File: src/rtl/text_cursor_controller_if.sv
// Key-event handshake and grid write-command bundle for text_cursor_controller.
interface text_cursor_controller_if #(
   parameter int SCREEN_WIDTH  = 76,
   parameter int SCREEN_HEIGHT = 42
);
   localparam int ADDR_W = $clog2(SCREEN_WIDTH * SCREEN_HEIGHT);
   localparam int COL_W  = $clog2(SCREEN_WIDTH);
   localparam int ROW_W  = $clog2(SCREEN_HEIGHT);

   logic              key_valid;
   logic [7:0]        key_data;
   logic              key_ready;
   logic              clear_req;
   logic              te_write_en;
   logic [ADDR_W-1:0] te_addr;
   logic [7:0]        te_input;
   logic [COL_W-1:0]  cursor_col;
   logic [ROW_W-1:0]  cursor_row;
   logic              busy;

   modport master (
      output key_valid, key_data, clear_req,
      input  key_ready, te_write_en, te_addr, te_input, cursor_col, cursor_row, busy
   );

   modport slave (
      input  key_valid, key_data, clear_req,
      output key_ready, te_write_en, te_addr, te_input, cursor_col, cursor_row, busy
   );
endinterface

File: src/rtl/text_cursor_controller.sv
// Write-side stage for the character grid: turns key events into cursor
// movement and single-cycle grid writes, and runs a full-screen clear.
module text_cursor_controller #(
   parameter int         SCREEN_WIDTH  = 76,
   parameter int         SCREEN_HEIGHT = 42,
   parameter logic [7:0] BLANK_CHAR    = 8'h20
) (
   input logic                      pixel_clk_in,
   input logic                      rst_in,
   text_cursor_controller_if.slave  bus
);
   localparam int CELLS  = SCREEN_WIDTH * SCREEN_HEIGHT;
   localparam int ADDR_W = $clog2(CELLS);
   localparam int COL_W  = $clog2(SCREEN_WIDTH);
   localparam int ROW_W  = $clog2(SCREEN_HEIGHT);

   localparam logic [ADDR_W-1:0] LAST_ADDR = ADDR_W'(CELLS - 1);
   localparam logic [COL_W-1:0]  COL_MAX   = COL_W'(SCREEN_WIDTH - 1);
   localparam logic [ROW_W-1:0]  ROW_MAX   = ROW_W'(SCREEN_HEIGHT - 1);

   typedef enum logic {IDLE, CLEAR} state_t;

   state_t            state_q, state_n;
   logic              we_q, we_n;
   logic [ADDR_W-1:0] addr_q, addr_n;
   logic [7:0]        data_q, data_n;
   logic [COL_W-1:0]  col_q, col_n;
   logic [ROW_W-1:0]  row_q, row_n;
   logic              busy_q, busy_n;
   logic              accept;

   function automatic logic [ADDR_W-1:0] cell_addr(input logic [ROW_W-1:0] r,
                                                   input logic [COL_W-1:0] c);
      return ADDR_W'(r) * ADDR_W'(SCREEN_WIDTH) + ADDR_W'(c);
   endfunction

   assign bus.key_ready = (state_q == IDLE) && !bus.clear_req;
   assign accept        = bus.key_valid && bus.key_ready;

   assign bus.te_write_en = we_q;
   assign bus.te_addr     = addr_q;
   assign bus.te_input    = data_q;
   assign bus.cursor_col  = col_q;
   assign bus.cursor_row  = row_q;
   assign bus.busy        = busy_q;

   // State register.
   always_ff @(posedge pixel_clk_in or posedge rst_in) begin
      if (rst_in) state_q <= IDLE;
      else        state_q <= state_n;
   end

   // Next state: enter CLEAR on request, leave once the last cell has been written.
   always_comb begin
      state_n = state_q;
      case (state_q)
         IDLE:    if (bus.clear_req) state_n = CLEAR;
         CLEAR:   if (addr_q == LAST_ADDR) state_n = IDLE;
         default: state_n = IDLE;
      endcase
   end

   // Next output values: key handling in IDLE, address sweep in CLEAR.
   // The clear sweep reuses the write-address register as its counter; the
   // first blank is issued on the entry edge so the strobe spans exactly CELLS cycles.
   always_comb begin
      we_n   = 1'b0;
      addr_n = addr_q;
      data_n = data_q;
      col_n  = col_q;
      row_n  = row_q;
      busy_n = busy_q;
      case (state_q)
         IDLE: begin
            if (bus.clear_req) begin
               we_n   = 1'b1;
               addr_n = '0;
               data_n = BLANK_CHAR;
               busy_n = 1'b1;
            end else if (accept) begin
               if (bus.key_data >= 8'h20 && bus.key_data <= 8'h7E) begin
                  we_n   = 1'b1;
                  addr_n = cell_addr(row_q, col_q);
                  data_n = bus.key_data;
                  if (col_q == COL_MAX) begin
                     col_n = '0;
                     row_n = (row_q == ROW_MAX) ? '0 : row_q + 1'b1;
                  end else begin
                     col_n = col_q + 1'b1;
                  end
               end else if (bus.key_data == 8'h0A) begin
                  col_n = '0;
                  row_n = (row_q == ROW_MAX) ? '0 : row_q + 1'b1;
               end else if (bus.key_data == 8'h08) begin
                  if (col_q != '0) begin
                     col_n = col_q - 1'b1;
                  end else if (row_q != '0) begin
                     col_n = COL_MAX;
                     row_n = row_q - 1'b1;
                  end
                  we_n   = 1'b1;
                  addr_n = cell_addr(row_n, col_n);
                  data_n = BLANK_CHAR;
               end
            end
         end
         CLEAR: begin
            if (addr_q == LAST_ADDR) begin
               busy_n = 1'b0;
               col_n  = '0;
               row_n  = '0;
            end else begin
               we_n   = 1'b1;
               addr_n = addr_q + 1'b1;
               data_n = BLANK_CHAR;
            end
         end
         default: ;
      endcase
   end

   // Registered outputs.
   always_ff @(posedge pixel_clk_in or posedge rst_in) begin
      if (rst_in) begin
         we_q   <= 1'b0;
         addr_q <= '0;
         data_q <= '0;
         col_q  <= '0;
         row_q  <= '0;
         busy_q <= 1'b0;
      end else begin
         we_q   <= we_n;
         addr_q <= addr_n;
         data_q <= data_n;
         col_q  <= col_n;
         row_q  <= row_n;
         busy_q <= busy_n;
      end
   end
endmodule

File: src/flat_wrapper.sv
// flat-port wrapper written by rule: the top's interface ports become plain ports
module text_cursor_controller_flat 
#(
   parameter int         SCREEN_WIDTH  = 76,
   parameter int         SCREEN_HEIGHT = 42,
   parameter logic [7:0] BLANK_CHAR    = 8'h20
)
  (pixel_clk_in, rst_in, bus_key_valid, bus_key_data, bus_clear_req, bus_key_ready, bus_te_write_en, bus_te_addr, bus_te_input, bus_cursor_col, bus_cursor_row, bus_busy);
  text_cursor_controller_if #(.SCREEN_WIDTH(SCREEN_WIDTH), .SCREEN_HEIGHT(SCREEN_HEIGHT)) bus_i ();
  input logic pixel_clk_in;
  input logic rst_in;
  input wire logic [$bits(bus_i.key_valid)-1:0] bus_key_valid;
  input wire logic [$bits(bus_i.key_data)-1:0] bus_key_data;
  input wire logic [$bits(bus_i.clear_req)-1:0] bus_clear_req;
  output wire logic [$bits(bus_i.key_ready)-1:0] bus_key_ready;
  output wire logic [$bits(bus_i.te_write_en)-1:0] bus_te_write_en;
  output wire logic [$bits(bus_i.te_addr)-1:0] bus_te_addr;
  output wire logic [$bits(bus_i.te_input)-1:0] bus_te_input;
  output wire logic [$bits(bus_i.cursor_col)-1:0] bus_cursor_col;
  output wire logic [$bits(bus_i.cursor_row)-1:0] bus_cursor_row;
  output wire logic [$bits(bus_i.busy)-1:0] bus_busy;
  assign bus_i.key_valid = bus_key_valid;
  assign bus_i.key_data = bus_key_data;
  assign bus_i.clear_req = bus_clear_req;
  assign bus_key_ready = bus_i.key_ready;
  assign bus_te_write_en = bus_i.te_write_en;
  assign bus_te_addr = bus_i.te_addr;
  assign bus_te_input = bus_i.te_input;
  assign bus_cursor_col = bus_i.cursor_col;
  assign bus_cursor_row = bus_i.cursor_row;
  assign bus_busy = bus_i.busy;
  text_cursor_controller #(.SCREEN_WIDTH(SCREEN_WIDTH), .SCREEN_HEIGHT(SCREEN_HEIGHT), .BLANK_CHAR(BLANK_CHAR)) u_core (.pixel_clk_in(pixel_clk_in), .rst_in(rst_in), .bus(bus_i));
endmodule
File: config.mk
export PLATFORM = sky130hd
export DESIGN_NAME = text_cursor_controller_flat
export DESIGN_NICKNAME = d
export VERILOG_FILES = /design/src/rtl/text_cursor_controller_if.sv /design/src/rtl/text_cursor_controller.sv /design/src/flat_wrapper.sv
export SDC_FILE = /design/constraint.sdc
export NUM_CORES = 1
export LEC_CHECK = 0
export ABC_AREA = 1
export CAP_MARGIN = 20
export CORE_ASPECT_RATIO = 1.4
export CORE_UTILIZATION = 55
export DETAILED_ROUTE_END_ITERATION = 8
export PLACE_DENSITY = 0.79
export SYNTH_ARGS = -nofsm -noshare
export SYNTH_HDL_FRONTEND = slang
export SYNTH_SLANG_ARGS = --single-unit
File: constraint.sdc
create_clock -name pixel_clk_in -period 4.3 [get_ports pixel_clk_in]
set_input_delay 0.43 -clock pixel_clk_in [delete_from_list [all_inputs] [get_ports pixel_clk_in]]
set_output_delay 0.43 -clock pixel_clk_in [all_outputs]
set_load 0.1 [all_outputs]
Yosys cells after proc, flatten, opt, wreduce, memory -nomap -nowiden

Index checks and enable logic that the tools add are counted.

Bits in registers: 36
Bits of input ports: 12
Logic and storage cells: 103

Add/sub/neg operators: 7
Multiply operators: 2
Order comparisons: 2
Eq/ne operators: 15
Multiplexer cells: 59
Bitwise gates (word level): 1
Reduce and logical (&&, ||, !) cells: 10

Operators with widths:

| kind                                                           | number |
|---|---|
| two-way mux 7 bit                                              | 15 |
| two-way mux 6 bit                                              | 16 |
| two-way mux 12 bit                                             | 6 |
| two-way mux 8 bit                                              | 6 |
| adder 12 x 7 -> 12 bit                                         | 2 |
| one-hot mux 12 bit (2 select lines)                            | 1 |
| multiplier 6 x 5 -> 10 bit, second input constant              | 2 |
| equality test 8 x 4 -> 1 bit, second input constant            | 2 |
| one-hot mux 8 bit (2 select lines)                             | 1 |
| one-hot mux 7 bit (2 select lines)                             | 1 |
| adder 12 x 1 -> 12 bit, second input constant                  | 1 |
| equality test 12 bit, second input constant                    | 1 |
| != test 4 bit, second input constant                           | 3 |
| one-hot mux 6 bit (2 select lines)                             | 1 |
| two-way mux 1 bit                                              | 9 |
| >= comparator 8 x 6 -> 1 bit, second input constant            | 1 |
| less-or-equal comparator 8 x 7 -> 1 bit, second input constant | 1 |
| != test 2 bit, second input constant                           | 4 |
| AND reduction 4 bit                                            | 2 |
| adder 7 x 1 -> 7 bit, second input constant                    | 1 |
| equality test 7 bit, second input constant                     | 1 |
| nonzero test 7 bit                                             | 1 |
| subtractor 7 x 1 -> 7 bit, second input constant               | 1 |
| adder 6 x 1 -> 6 bit, second input constant                    | 1 |
| 12 further kinds                                               | 16 |

Depth between registers and ports, before layout

Gate-level depths: netlist of run 1.

Depth in word-level cells: 17
Depth in mapped cells: 29
Mapped depth without buffers: 28

Worst setup path before layout of run 1

No wires, ideal clock.

Path type: register to register
Start point: register u_core.col_q[0], in the netlist u_core.bus.cursor_col[0]
End point: register u_core.addr_q[11], in the netlist u_core.bus.te_addr[11]
Library setup time: 0.075 ns
Arrival time: 4.504 ns
Required time: 4.225 ns
Path slack: -0.279 ns
Stages on the path, launching flop included: 23
Clock period less this slack: 4.579 ns
Cells stage by stage: dfrtp_1 > inv_1 > ha_1 > nand3_4 > clkinv_2 > nand2_2 > inv_2 > nand2_1 > xor2_1 > inv_1 > ha_1 > ha_1 > ha_1 > xnor2_1 > ha_1 > nand2_1 > o211ai_1 > nand2_1 > nor2_1 > nand3_1 > nand3_1 > nand3_1 > a21oi_2

Word-level cells in the longest chain between the ends: 16
Elaborated cells between the ends (all ways): 26

Ends and longest elaborated chain:

| element                                 | line                          | RTL |
|---|---|---|
| start: declaration                      | text_cursor_controller.sv:27  | `logic [COL_W-1:0] col_q, col_n;` |
| start signal: assignment                | text_cursor_controller.sv:135 | `col_q <= col_n;` |
| nonzero test 7 bit                      | text_cursor_controller.sv:95  | `if (col_q != '0) begin` |
| two-way mux 6 bit                       | text_cursor_controller.sv:95  |  |
| two-way mux 6 bit                       | text_cursor_controller.sv:94  | `end else if (bus.key_data == 8'h08) begin` |
| two-way mux 6 bit                       | text_cursor_controller.sv:91  | `end else if (bus.key_data == 8'h0A) begin` |
| two-way mux 6 bit                       | text_cursor_controller.sv:81  | `if (bus.key_data >= 8'h20 && bus.key_data <= 8'h7E) begin` |
| two-way mux 6 bit                       | text_cursor_controller.sv:80  | `end else if (accept) begin` |
| two-way mux 6 bit                       | text_cursor_controller.sv:75  | `if (bus.clear_req) begin` |
| two-way mux 6 bit                       | text_cursor_controller.sv:73  | `case (state_q)` |
| multiplier 6 x 5 -> 10 bit              | text_cursor_controller.sv:34  | `return ADDR_W'(r) * ADDR_W'(SCREEN_WIDTH) + ADDR_W'(c);` |
| adder 12 x 7 -> 12 bit                  | text_cursor_controller.sv:34  |  |
| two-way mux 12 bit                      | text_cursor_controller.sv:94  |  |
| two-way mux 12 bit                      | text_cursor_controller.sv:91  |  |
| two-way mux 12 bit (*)                  | text_cursor_controller.sv:81  |  |
| two-way mux 12 bit (*)                  | text_cursor_controller.sv:80  |  |
| two-way mux 12 bit (*)                  | text_cursor_controller.sv:75  |  |
| one-hot mux 12 bit (2 select lines) (*) | text_cursor_controller.sv:73  |  |
| end signal: assignment                  | text_cursor_controller.sv:133 | `addr_q <= addr_n;` |
| end: declaration                        | text_cursor_controller.sv:25  | `logic [ADDR_W-1:0] addr_q, addr_n;` |

Every way passes the cells marked *; elsewhere a longest branch is shown, timed or not. The select of a mux whose other input is x is not followed.
A chain may end at the register's enable or synchronous reset.

Final worst setup path of run 1

Start point: register u_core.row_q[2], in the netlist u_core.bus.cursor_row[2]
End point: register u_core.addr_q[7], in the netlist u_core.bus.te_addr[7]

Word-level cells in the longest chain between the ends: 17
Elaborated cells between the ends (all ways): 28

Ends and longest elaborated chain:

| element                                                                | line                                                       | RTL |
|---|---|---|
| start: declaration                                                     | text_cursor_controller.sv:28                               | `logic [ROW_W-1:0] row_q, row_n;` |
| start signal: assignment                                               | text_cursor_controller.sv:136                              | `row_q <= row_n;` |
| subtractor 6 x 1 -> 6 bit / nonzero test 6 bit (equally long branches) | text_cursor_controller.sv:99, text_cursor_controller.sv:97 |  |
| two-way mux 6 bit                                                      | text_cursor_controller.sv:97                               | `end else if (row_q != '0) begin` |
| two-way mux 6 bit                                                      | text_cursor_controller.sv:95                               |  |
| two-way mux 6 bit                                                      | text_cursor_controller.sv:94                               |  |
| two-way mux 6 bit                                                      | text_cursor_controller.sv:91                               |  |
| two-way mux 6 bit                                                      | text_cursor_controller.sv:81                               |  |
| two-way mux 6 bit                                                      | text_cursor_controller.sv:80                               |  |
| two-way mux 6 bit                                                      | text_cursor_controller.sv:75                               |  |
| two-way mux 6 bit                                                      | text_cursor_controller.sv:73                               |  |
| multiplier 6 x 5 -> 10 bit                                             | text_cursor_controller.sv:34                               |  |
| adder 12 x 7 -> 12 bit                                                 | text_cursor_controller.sv:34                               |  |
| two-way mux 12 bit                                                     | text_cursor_controller.sv:94                               |  |
| two-way mux 12 bit                                                     | text_cursor_controller.sv:91                               |  |
| two-way mux 12 bit (*)                                                 | text_cursor_controller.sv:81                               |  |
| two-way mux 12 bit (*)                                                 | text_cursor_controller.sv:80                               |  |
| two-way mux 12 bit (*)                                                 | text_cursor_controller.sv:75                               |  |
| one-hot mux 12 bit (2 select lines) (*)                                | text_cursor_controller.sv:73                               |  |

Marked as above.

==> results of run 1 <==
==> what timing repair did <==
action,4_1_cts,5_1_grt
gates resized for setup,0,9
buffers inserted,0,7
setup endpoints to repair,0,5
==> synthesized netlist by cell type (6+ instances only) <==
master	n	area, sq um
ha_1	52	651
xnor2_1	7	61.3
dfrtp_1	36	901
o21ai_0	26	130
fa_1	6	120
xor2_1	14	123
a21oi_1	47	235
nor3_1	13	65.1
inv_1	94	353
nand3_1	49	245
o22ai_1	10	62.6
nand4_1	15	93.8
nor2_1	48	180
nand2_1	129	484
nand2_2	7	43.8
==> worst max-delay path by stage <==
| stage | to | slack (ns) | cells after the start | from |
|---|---|---|---|---|
| floorplan | u_core.bus.te_addr[11] | 0.06 | 20 | u_core.bus.cursor_row[4] |
| global placement | u_core.bus.te_addr[9] | 0.29 | 20 | u_core.bus.cursor_row[1] |
| detailed placement | u_core.bus.te_addr[11] | 0.15 | 21 | u_core.bus.cursor_row[2] |
| CTS | u_core.bus.te_addr[11] | 0.09 | 21 | u_core.bus.cursor_row[2] |
| global route | u_core.bus.te_addr[7] | -0.06 | 23 | u_core.bus.cursor_row[2] |
| finish | u_core.bus.te_addr[7] | 0.15 | 22 | u_core.bus.cursor_row[2] |
==> critical path, cell delays in order, from the launching register on <==
cell and delay (ns):
dfrtp_2 0.44, inv_1 0.11, ha_1 0.20, nand4_1 0.19, nand2_2 0.18, inv_2 0.05, nand2_1 0.07, xor2_1 0.21
inv_1 0.11, ha_1 0.31, ha_1 0.28, ha_2 0.33, xnor2_1 0.15, ha_1 0.35, nand2_1 0.08, inv_1 0.06
nand4_1 0.07, o211ai_1 0.18, buf_4 0.18, xor2_1 0.18, nand2_1 0.07, nand3_1 0.12, a31oi_1 0.08
==> through the flow <==
step / hold WS (ns) / power, uW / worst slack (ns) / cells / util [%]
after floorplan: 0.575 / 1490 / 0.0573 / 610 / -
after detailed placement: 0.458 / 1790 / 0.148 / 755 / 65.4
after global placement: 0.458 / 1780 / 0.292 / 755 / 65.4
after CTS: 0.479 / 2140 / 0.0885 / 763 / 67.1
final: 0.471 / 2150 / 0.151 / 770 / 68.1
after global routing: 0.496 / 2260 / -0.0641 / 770 / 68.1
==> flip-flops by register name (all words and copies together) (netlist names) <==
name,count
u_core.bus.te_write_en,1
u_core.bus.cursor_row,6
u_core.state_q,1
u_core.bus.te_addr,12
u_core.bus.busy,1
u_core.bus.cursor_col,7
u_core.bus.te_input,8
==> power groups by stage <==
stage          Sequential (uW)  Clock, uW  Combinational [uW]
6_report                   527        336                1290
5_1_grt                    539        356                1360
4_1_cts                    524        345                1270
3_5_place_dp               530          0                1260
3_3_place_gp               527          0                1250
2_1_floorplan             1040          0                 453
==> final cells by class <==
cell class	count	area [sq um]
flip-flops and latches	36	916
multi-input cells	464	2870
fillers	657	2350
inverters	102	388
repair buffers	63	588
clock inverters	1	30.0
clock buffers	7	96.3
well taps	97	121
==> logic make-up (layout without fill, tap and decap cells) <==
logic type | count (synthesis) | in the layout | share of synthesized area, %
and+or+nand+nor | 279 | 279 | 30.5
AOI/OAI and AO/OA | 106 | 106 | 14.7
adders and majority gates | 58 | 58 | 18.3
xor gates and xnor gates | 21 | 21 | 4.37
buffers and inverters | 110 | 173 | 10.7
DFF | 36 | 36 | 21.4
==> layer usage <==
layer / share of wire (%) / wire length, um / global-route usage, % / vias up
met4: 3.3 / 386 / 15.7 / 0
met3: 5.4 / 637 / 3.98 / 29
met2: 52 / 6160 / 53.2 / 171
met1: 39 / 4550 / 33.1 / 2025
li1: - / - / - / 2127
met5: 0 / 0 / 0 / -
==> results.cfg, run 1 <==
[yosys]
ys_warn_count = 0
syn-instance-count = 610
seq_area_frac_synth_pct = 21.4
synthesis.nets = 680
synth_flop_cell = dfrtp_1
yosys_register_bits = 36
synth-async-reset-ratio_pct = 100
netlist_area_sq_um = 4210
synth-edff-count = 0
synth_cell_types = 44
synth_area_per_cell_sq_um = 6.90

[floorplan]
rows = 37
die-area_sq_um = 8010
start_util_pct = 57.2
coreArea_sq_um = 7360
die_h_um = 105
dieWidth_um = 75.9
io_pins = 48

[global_routing]
antenna_found_initial = 0
gr-total-overflow = 0
grt_max_degree = 37
grtUsageTotal_pct = 29.3
grt_pass1_wl_mm = 18.8
grt_pass1_vias = 4093

[timing]
tightest_slew_ns = 1.03
clock_skew_ns = 0.0123
slew_headroom_pct = 31.4
fin_crit_sh_pct = 96.5
setup_viol = 0
drv_slew = 0
timing.fmax_mhz = 241
period_needed_ns = 4.15
finalHoldViolCount = 0
setup_tns_ns = 0

[cells_and_area]
area_delta_synth_final_pct = 19.1
final_common_cell = nand2_1
n_antenna_cell = 0
drive_gt1_share_pct = 11.7
nNetsFinal = 742
final_area_sq_um = 5010
final_cell_mix = nand2_1, inv_1, ha_1, nand3_1

[routing]
first_pass_iters = 5
drt_iter0_markers = 270
wire_per_inst_um = 15.2
avgViaCountPerCell = 5.65
drc = 0
vias = 4352
ant_nets = 0
wirelength_mm = 11.7

[worst_setup_path]
crit_arrival_ns = 4.33
regToRegEndpoint = u_core.bus.te_addr[7]
critPathLaunchType = flop
worstRegToRegCells = 22
crit_required_ns = 4.48
worstPathMaxFanout = 6
endpoint_kind = flop
crit_type = reg2reg
reg2reg_from = u_core.bus.cursor_row[2]
rrSetupSlack_ns = 0.15

[place]
dpl_cell_area_sq_um = 4820
portBuffers = 47
routabilityCongestion = 0.932
dp_hpwl_mm = 9.30

[clock_network]
cts_root_buf = clkbuf_8
htreeDepth = 2
clk_latency_ns = 0.30
cts.sinks = 36
numCtsBuffers = 5
clk_pin_slew_worst_paths_ns = 0.08
hold_buffers = 0
cts_tree = built
cts.path.max_buffers = 2

[min_path]
hold_depth = 2
hold_class = reg2reg
hold-path-endpoint = u_core.bus.te_input[4]
min_from = u_core.bus.te_input[4]

[pwr]
clock_power_share_pct = 15.6
p_switching_uw = 1180
leakagePower_uw = 0.00253
comb_power_share_pct = 59.9
p_seq_share_pct = 24.5
p_int_uw = 969
power_density_nw_per_um2 = 429
vdd_ir_drop_max_mv = 0.551
sw_frac_of_total_pct = 54.9

[status]
run_status = finished, final reports clean

[job]
cap_violations = 0
Power figures use the tool's default switching activity.
==> run 2, diff against run 1 <==
- CORE_MARGIN: unset -> 2
- CTS_CLUSTER_DIAMETER: unset -> 200
==> run 2 against run 1 <==
Effect of this change:
- largest power group unchanged
- sequential share of layout area is 0.13 points higher
- first-iteration DRC count shrank 7.8%
- sequential power fell by 0.9%
- flip-flop and latch count is the same
- highest routed layer unchanged
- die area increased by 4.6%
- fmax grew 1.9%
- routed wire length up 0.75%
- non-clock buffer count decreased by 1
- clock skew down 0.0059 ns
==> results.cfg, run 2 (synthesis results as in run 1) <==
[timing]
drv_slew = 0
finalHoldViolCount = 0
setup_viol = 0
timing.fmax_mhz = 246
fin_ws_ns = 0.228
tightest_slew_ns = 0.999
clock_skew_ns = 0.00640
fin_crit_sh_pct = 94.7
period_needed_ns = 4.07
slew_headroom_pct = 33.2

[cells_and_area]
fin_util_pct = 67.1
largest_reg_flops = 12
fin_cells = 769
drive_gt1_share_pct = 11.3
final_common_cell = nand2_1
final_cell_mix = nand2_1, inv_1, ha_1, nand3_1
nNetsFinal = 741
area_delta_synth_final_pct = 18.2
n_antenna_cell = 0
final_area_sq_um = 4970

[clock_network]
cts_tree = built
numCtsBuffers = 5
clk_pin_slew_worst_paths_ns = 0.08
hold_buffers = 0
htreeDepth = 2
cts.sinks = 36
clk_latency_ns = 0.29
cts.path.max_buffers = 2
cts_root_buf = clkbuf_8

[worst_setup_path]
critPathLaunchType = flop
worstRegToRegCells = 26
reg2reg_from = u_core.bus.cursor_col[0]
rrSetupSlack_ns = 0.23
crit_type = reg2reg
crit_required_ns = 4.53
crit_arrival_ns = 4.30
endpoint_kind = flop
worstPathMaxFanout = 6
regToRegEndpoint = u_core.bus.te_addr[11]

[place]
dpl_cell_area_sq_um = 4820
place_ws_ns = 0.112
place_inst = 756
routabilityCongestion = 0.979
portBuffers = 47
dp_hpwl_mm = 9.49

[routing]
wire_per_inst_um = 15.4
ant_nets = 0
drt_iter0_markers = 249
first_pass_iters = 5
vias = 4372
drc = 0
wirelength_mm = 11.8
avgViaCountPerCell = 5.69

[min_path]
hold-path-endpoint = u_core.bus.te_input[4]
min_from = u_core.bus.te_input[4]
hold_class = reg2reg
hold_depth = 2

[global_routing]
grt_max_degree = 37
grt_pass1_vias = 4274
antenna_found_initial = 0
grtUsageTotal_pct = 28.5
grt_pass1_wl_mm = 19.4
gr-total-overflow = 0

[pwr]
leakagePower_uw = 0.00251
power_density_nw_per_um2 = 418
finalPower_uw = 2080
vdd_ir_drop_max_mv = 0.470

[job]
cap_violations = 0

[floorplan]
dieWidth_um = 77.9
die-area_sq_um = 8380
io_pins = 48
start_util_pct = 56.8
die_h_um = 107
rows = 37
coreArea_sq_um = 7410

[status]
run_status = finished, final reports clean
==> run 2: layer usage <==
layer | global-route usage, % | part of all wire [%] | vias to the layer above
met4 | 11.8 | 4.2 | 0
met3 | 3.36 | 4.7 | 47
met1 | 31.7 | 39 | 2033
met2 | 54.1 | 52 | 158
met5 | 0 | 0 | -
li1 | - | - | 2134
==> run 2: critical path, cell delays in order, from the launching register on <==
cell      delay (ns)
dfrtp_2         0.42
inv_2           0.08
ha_1            0.24
nand3_4         0.10
clkinv_2        0.08
nand2_2         0.13
inv_2           0.05
nand2_1         0.07
xor2_1          0.20
inv_2           0.10
ha_1            0.30
ha_2            0.21
inv_1           0.06
fa_1            0.41
xnor2_1         0.15
ha_1            0.35
nand2_1         0.09
inv_1           0.07
nand4_1         0.08
o211ai_1        0.09
buf_4           0.16
nand2_1         0.05
nor2_1          0.12
nand3_1         0.09
nand3_1         0.07
nand3_1         0.10
a21oi_2         0.12
==> run 2: where the power goes <==
part           internal, uW  switching, uW
Sequential              415            108
Combinational           352            943
Clock                   131            128
==> run 2: worst max path at each step <==
stage	start	to	slack (ns)
4_1_cts	u_core.bus.cursor_col[4]	u_core.bus.te_addr[11]	0.07
3_5_place_dp	u_core.bus.cursor_col[4]	u_core.bus.te_addr[11]	0.11
2_1_floorplan	u_core.bus.cursor_row[4]	u_core.bus.te_addr[11]	0.06
5_1_grt	u_core.bus.cursor_col[3]	u_core.bus.te_addr[11]	-0.03
3_3_place_gp	u_core.bus.cursor_col[4]	u_core.bus.te_addr[11]	0.27
6_report	u_core.bus.cursor_col[0]	u_core.bus.te_addr[11]	0.23
==> run 2: repair_timing <==
action / 4_1_cts / 5_1_grt
setup buffers: 0 / 5
hold endpoints to repair: 0 / 0
gates resized for setup: 0 / 9
setup endpoints to repair: 0 / 5
==> run 2: metrics by stage <==
stage	TNS [ns]	hold slack, ns
2_1_floorplan	0	0.575
3_3_place_gp	0	0.454
3_5_place_dp	0	0.465
4_1_cts	0	0.483
5_1_grt	-0.0309	0.515
6_report	0	0.480
==> run 2: final cells by class <==
| cell class | count | area [sq um] |
|---|---|---|
| inverter | 102 | 388 |
| clock buffer | 8 | 90.1 |
| tap | 97 | 121 |
| multi-input combinational | 464 | 2880 |
| fill | 684 | 2430 |
| timing repair buffer | 62 | 581 |
| sequential | 36 | 916 |
